File: config.mk
export PLATFORM = sky130hd
export DESIGN_NAME = jstk_poll_sched
export DESIGN_NICKNAME = d
export VERILOG_FILES = /design/src/rtl/jstk_poll_sched.sv
export SDC_FILE = /design/constraint.sdc
export NUM_CORES = 1
export LEC_CHECK = 0
export ABC_AREA = 1
export BUFFER_PORTS_ARGS = -buffer_cell sky130_fd_sc_hd__buf_2
export CAP_MARGIN = 10
export CORE_ASPECT_RATIO = 0.6
export CORE_UTILIZATION = 54
export DETAILED_ROUTE_END_ITERATION = 8
export PLACE_DENSITY_LB_ADDON = 0.25
export SYNTH_ARGS = -nofsm -noshare
export SYNTH_HDL_FRONTEND = slang
export SYNTH_SLANG_ARGS = --single-unit
File: constraint.sdc
create_clock -name clk -period 10.2 [get_ports clk]
set_input_delay 2.04 -clock clk [delete_from_list [all_inputs] [get_ports clk]]
set_output_delay 2.04 -clock clk [all_outputs]
set_load 0.03 [all_outputs]
File: src/rtl/jstk_poll_sched.sv
// Alternating two-joystick poll scheduler sharing one SPI engine.
// Define JSTK_POLL_TIMEOUT_EN to build the WAIT timeout, ABORT path and err flags.
module jstk_poll_sched #(
    parameter int POLL_CYCLES    = 50000,
    parameter int TIMEOUT_CYCLES = 100000
) (
    input  logic        clk,
    input  logic        clr,
    input  logic        en,
    input  logic        err_clr,
    input  logic        spi_done,
    input  logic [39:0] spi_dout,
    output logic        spi_start,
    output logic [1:0]  ss_n,
    output logic [39:0] jstk1_data,
    output logic [39:0] jstk2_data,
    output logic        jstk1_valid,
    output logic        jstk2_valid,
    output logic [1:0]  err,
    output logic        overrun
);

    localparam int SW = $clog2(POLL_CYCLES);

    typedef enum logic [2:0] {IDLE, START, WAIT, CAPTURE, ABORT} state_t;

    if (POLL_CYCLES < 2 || POLL_CYCLES > (1 << 20) ||
        TIMEOUT_CYCLES < 2 || TIMEOUT_CYCLES > (1 << 20)) begin : g_param_err
        $error("jstk_poll_sched: parameter out of range");
    end

    state_t        state, state_nxt;
    logic [SW-1:0] slot_cnt;
    logic          tick;
    logic          cur;
    logic          tmo_hit;

    assign tick = (slot_cnt == SW'(POLL_CYCLES - 1));

    // Slot timing is independent of en so the poll rate never drifts.
    always_ff @(posedge clk or posedge clr) begin
        if (clr)       slot_cnt <= '0;
        else if (tick) slot_cnt <= '0;
        else           slot_cnt <= slot_cnt + SW'(1);
    end

`ifdef JSTK_POLL_TIMEOUT_EN
    localparam int TW = $clog2(TIMEOUT_CYCLES);

    logic [TW-1:0] tmo_cnt;
    logic [1:0]    err_q;
    logic          abort_set;

    assign tmo_hit   = (state == WAIT) && (tmo_cnt == TW'(TIMEOUT_CYCLES - 1));
    assign abort_set = tmo_hit && !spi_done;

    always_ff @(posedge clk or posedge clr) begin
        if (clr)                tmo_cnt <= '0;
        else if (state == WAIT) tmo_cnt <= tmo_cnt + TW'(1);
        else                    tmo_cnt <= '0;
    end

    // A set in the same cycle as err_clr survives the clear.
    always_ff @(posedge clk or posedge clr) begin
        if (clr) err_q <= 2'b00;
        else     err_q <= (err_clr ? 2'b00 : err_q) | ({cur, ~cur} & {2{abort_set}});
    end

    assign err = err_q;
`else
    assign tmo_hit = 1'b0;
    assign err     = 2'b00;
`endif

    always_ff @(posedge clk or posedge clr) begin
        if (clr) state <= IDLE;
        else     state <= state_nxt;
    end

    always_comb begin
        state_nxt = state;
        case (state)
            IDLE:    if (tick && en) state_nxt = START;
            START:   state_nxt = WAIT;
            WAIT: begin
                if (spi_done)     state_nxt = CAPTURE;
                else if (tmo_hit) state_nxt = ABORT;
            end
            CAPTURE: state_nxt = IDLE;
            ABORT:   state_nxt = IDLE;
            default: state_nxt = IDLE;
        endcase
    end

    always_comb begin
        spi_start   = 1'b0;
        ss_n        = 2'b11;
        jstk1_valid = 1'b0;
        jstk2_valid = 1'b0;
        case (state)
            START: begin
                spi_start = 1'b1;
                ss_n[cur] = 1'b0;
            end
            WAIT:    ss_n[cur] = 1'b0;
            CAPTURE: begin
                jstk1_valid = ~cur;
                jstk2_valid = cur;
            end
            default: ;
        endcase
    end

    // Joystick pointer advances on both outcomes so a dead stick cannot starve the other.
    always_ff @(posedge clk or posedge clr) begin
        if (clr)                                     cur <= 1'b0;
        else if (state == CAPTURE || state == ABORT) cur <= ~cur;
    end

    // Frame lands on the done edge so data and valid appear together in CAPTURE.
    always_ff @(posedge clk or posedge clr) begin
        if (clr) begin
            jstk1_data <= '0;
            jstk2_data <= '0;
        end else if (state == WAIT && spi_done) begin
            if (!cur) jstk1_data <= spi_dout;
            else      jstk2_data <= spi_dout;
        end
    end

    always_ff @(posedge clk or posedge clr) begin
        if (clr) overrun <= 1'b0;
        else     overrun <= (overrun & ~err_clr) | (tick && en && state != IDLE);
    end

endmodule

* After elaboration in Yosys (flattened, before gate mapping)
Index checks and enable logic that the tools add are counted.
Operators by class: $add $sub $neg 1, multiply operators 0, divide/modulo/power cells 0, magnitude comparators 2, equal/unequal tests 7, shift-type cells 0, multiplexer cells 10, bitwise gates (word level) 5, reductions and logical operators 11
Operators with widths (number):
- $add A16 B1 Y16 const B | 1
- $eq A16 B16 Y1 const B | 1
- $mux W16 | 1
- $pmux W3 S3 | 1
- $eq A3 B2 Y1 const B | 2
- $mux W3 | 2
- $reduce_and A2 Y1 | 3
- $logic_and A1 B1 Y1 | 4
- $mux W1 | 4
- $ne A2 B2 Y1 const B | 2
- $eq A3 B1 Y1 const B | 1
- $eq A3 B3 Y1 const B | 1
- $logic_not A3 Y1 | 1
- $reduce_bool A3 Y1 | 1
- $lt A1 B2 Y1 const B | 1
- $mux W2 | 1
- $not A1 Y1 | 2
- $not A2 Y2 | 1
- $reduce_or A2 Y1 | 1
- $and A1 B1 Y1 | 1
- $demux W1 S1 | 1
- $ge A1 B1 Y1 const B | 1
- $logic_or A1 B1 Y1 | 1
- $or A1 B1 Y1 | 1
Storage, ports and cells: register bits after elaboration 101, bits in latches 0, RAM bits 0, memory bits (read-only) 0, bits of input ports 45, output and inout bits 88, word-level logic and storage cells 42, memories 0

* Depth between registers and ports, before layout
depth after elaboration 6, mapped depth 9, gate-level depth less buffers 9

* Least setup slack after synthesis
No wires, ideal clock.
path type register -> output, start register state[0], end output port jstk1_valid, arrival time 1.031 ns, data required time 8.160 ns, setup slack 7.129 ns, stages on the path, launching flop included 4, path buffers 0, path through dfrtp_1 ha_1 inv_1 nor2_1
Between the ends: cells in the longest elaborated chain, start to end 2
Ends and longest elaborated chain:
- from (decl) | line 32 | state_t state, state_nxt;
- from (signal assigned) | line 77 | else state <= state_nxt;
- $eq A3 B2 Y1 | line 100 | case (state)
- $mux W1 | line 100
- to (decl) | line 17 | output logic jstk1_valid,
Every way passes these cells.

* Final worst setup path
start register state[0], end output port ss_n[0]
Between the ends: cells in the longest elaborated chain, start to end 3, elaborated cells on any way between the ends 4, those cells by class eq/ne: 2; mux: 1; reduce/logical: 1
Ends and longest elaborated chain:
- $eq A3 B2 Y1 or $eq A3 B1 Y1 (tied branches) | line 100
- $reduce_or A2 Y1 (no source line) (*)
- $mux W2 (*)
- to (decl) | line 14 | output logic [1:0] ss_n,
Mark *: on every way between the ends. The rest lies on a longest branch, timed or not.

==> metrics <==
status=completed; mean post-synth cell area=9.25 sq um; CTS tree=done; global route overflow=0; crit share post-route=33.6%; Setup TNS=0 ns; DR iter-0 viols=208; Vias/cell=4.77; Rel. slew slack=50.6%; Pwr Total=0.739 mW; final worst clock skew=0.00595 ns; worst-path fanout max=4; drt drc=0; H-Tree Level Count=3; Post-Synth Adder-Cell Area=1.52%; Setup Viol. Count Final=0; cts bufs inserted=9; fin worst setup slack=6.77 ns; fin util=70.0%; CP endpoint kind=primary output; I/O pin cnt=133; Post-Syn Instances=445; slowest CP cell=dfrtp_1; Synth area leaders=dfrtp_1 (61%), nand2_1 (9.9%), o21ai_0 (6.9%); Die Y=69.6 um; hold_buf cts=0; routed wire length=8560 um; grt met3 use=7.60%; GPL Wtd Cong=0.827; First-pass DRT Iterations=4; final hold violation count=0; type of the worst setup path=reg -> out; RSZ-0062 raised after global routing=no; CP Launch Type=flip-flop; DP Worst Slack=6.92 ns; post-CTS setup buffer count=0; post-synthesis compound-gate area fraction=10.4%; Final #Nets=621; Slew Viols, Final=0; cell taking the most area after synthesis=dfrtp_1; post-cts resize count=0; Post-synth top cells=nand2_1 (108), dfrtp_1 (100), inv_1 (62); WHS=0.479 ns; Worst-Skew Late Latency=0.33 ns; Die W=115 um; Final min period=3.43 ns; Cells after DPL=664; Area after DPL=4840 sq um; YS warnings=0; synthesized area=4120 sq um; die area=7990 sq um; dpl hpwl=5950 um; vias in the first global route=3179; Static Leak=2.91 nW; most common cell in the synthesized netlist=nand2_1; clock transition at the registers of the reported paths=0.06 ns; Finished Layout Cells=680; CTS max path bufs=2; met1 GRT Util=32.2%; Row Count=24; Largest delay share family, worst path=flip-flops; initial cell density of the core=56.2%; mux cell area share after synthesis=0%; sequential area share after synthesis=60.8%; dominant synthesized flop cell=dfrtp_1; Cell Chain, Critical Path=inv_1 -> ha_1 -> nand2_1 -> buf_2; largest net degree at the start of global routing=81; root buf cell=clkbuf_16; ant diodes=0; VDD IR-drop max=83.8 uV; synth unique cells=24; share of cells above drive strength 1=29.2%; core footprint=7330 sq um; Synth Area in Simple Gates=17.3%; GRT Total Usage=23.9%; initial antenna violation count=0; global-route track usage on met2=37.2%; Peak Freq=0.292 GHz; first-pass GRT wire length=14700 um; area grow syn2layout=24.6%; wire per inst=12.6 um; Yosys top cell area share=60.8%; Req. time, crit path=8.16 ns; Post-Synth XOR/XNOR Area=1.92%; largest family of logic cells by synthesized area=simple AND/OR/NAND/NOR gates; final instance area=5130 sq um; ys async rst share=100%; gr busiest metal=met2; Worst Hold Class=reg -> reg; Post-synth EDFFs=0; Crit path arrival time=1.39 ns; number of max-cap violations=0; Buf/Inv on CP=2; Port Buf Inserts=130; worst stage delay on the critical path=0.39 ns; power per cell area=144 nW/um^2; CTS sink cnt=100; register bit total from synthesis=100; Post-DRT Antenna Nets=0; vias=3246; Worst Tran Pin Value=0.741 ns
==> per-layer routing <==
metal	up-vias	part of all wire, %
met1	1495	47
met2	107	44
met3	14	7.4
met4	0	1.4
li1	1630	-
met5	-	0
==> path summary, 6_finish.rpt <==
kind                                from        endpoint  slack (ns)  cells past startpoint
min reg2reg                jstk1_data[8]   jstk1_data[8]        0.48                      2
max reg2reg                     state[0]   jstk2_data[4]        8.42                      6
min in group asynchronous            clr   jstk2_data[8]        1.76                      2
min                        jstk1_data[8]   jstk1_data[8]        0.48                      2
max in group asynchronous            clr  jstk1_data[26]        7.35                      3
max                             state[0]         ss_n[0]        6.77                      4
==> area by class of cell <==
class                           count  area (sq um)
Timing Repair Buffer              133           673
Sequential cell                   100          2500
Clock buffer                       13           270
Fill cell                         622          2200
Clock inverter                      3          20.0
Inverter                           65           246
Tap cell                          104           130
Multi-Input combinational cell    262          1290
==> registers in the layout, summed over array words and instances (netlist names) <==
name and flops:
jstk2_data 40, overrun 1, cur 1, slot_cnt 16, state 2, jstk1_data 40
==> cells in the final DEF, fill, tap and decap left out <==
cell type and n:
a21oi_1 2, buf_2 130, buf_4 3, clkbuf_1 1, clkbuf_16 9, clkbuf_8 3
clkinv_2 1, clkinvlp_4 2, conb_1 2, dfrtp_1 100, ha_1 5, inv_1 61
inv_2 3, inv_4 1, nand2_1 108, nand2_2 3, nand3_1 7, nand3_2 7
nand4_1 3, nor2_1 22, nor2_2 3, nor2_4 3, nor3_1 4, nor3b_1 1
o21ai_0 57, o21ai_1 25, o22ai_1 1, xor2_1 9
==> tightest hold or removal path, stage by stage, from the launching register on <==
cell and delay, ns:
dfrtp_1 0.34, nand2_1 0.05, o21ai_0 0.06
==> cell families (layout without fill, tap and decap cells) <==
kind of cell               count (synthesis)  count (layout)
AOI/OAI and AO/OA                         85              85
other                                      1               2
and+or+nand+nor                          161             161
xor gates and xnor gates                   9               9
DFF                                      100             100
buffers and inverters                     84             214
adders and majority gates                  5               5
==> power breakdown <==
group	total, mW	internal, mW	leakage (nW)	switching (mW)
clock	0.321	0.185	0.138	0.136
combinational	0.0218	0.00734	1.39	0.0144
sequential	0.397	0.397	1.38	0.00000000000000000362
No activity file was read; power rests on OpenSTA's default activity.
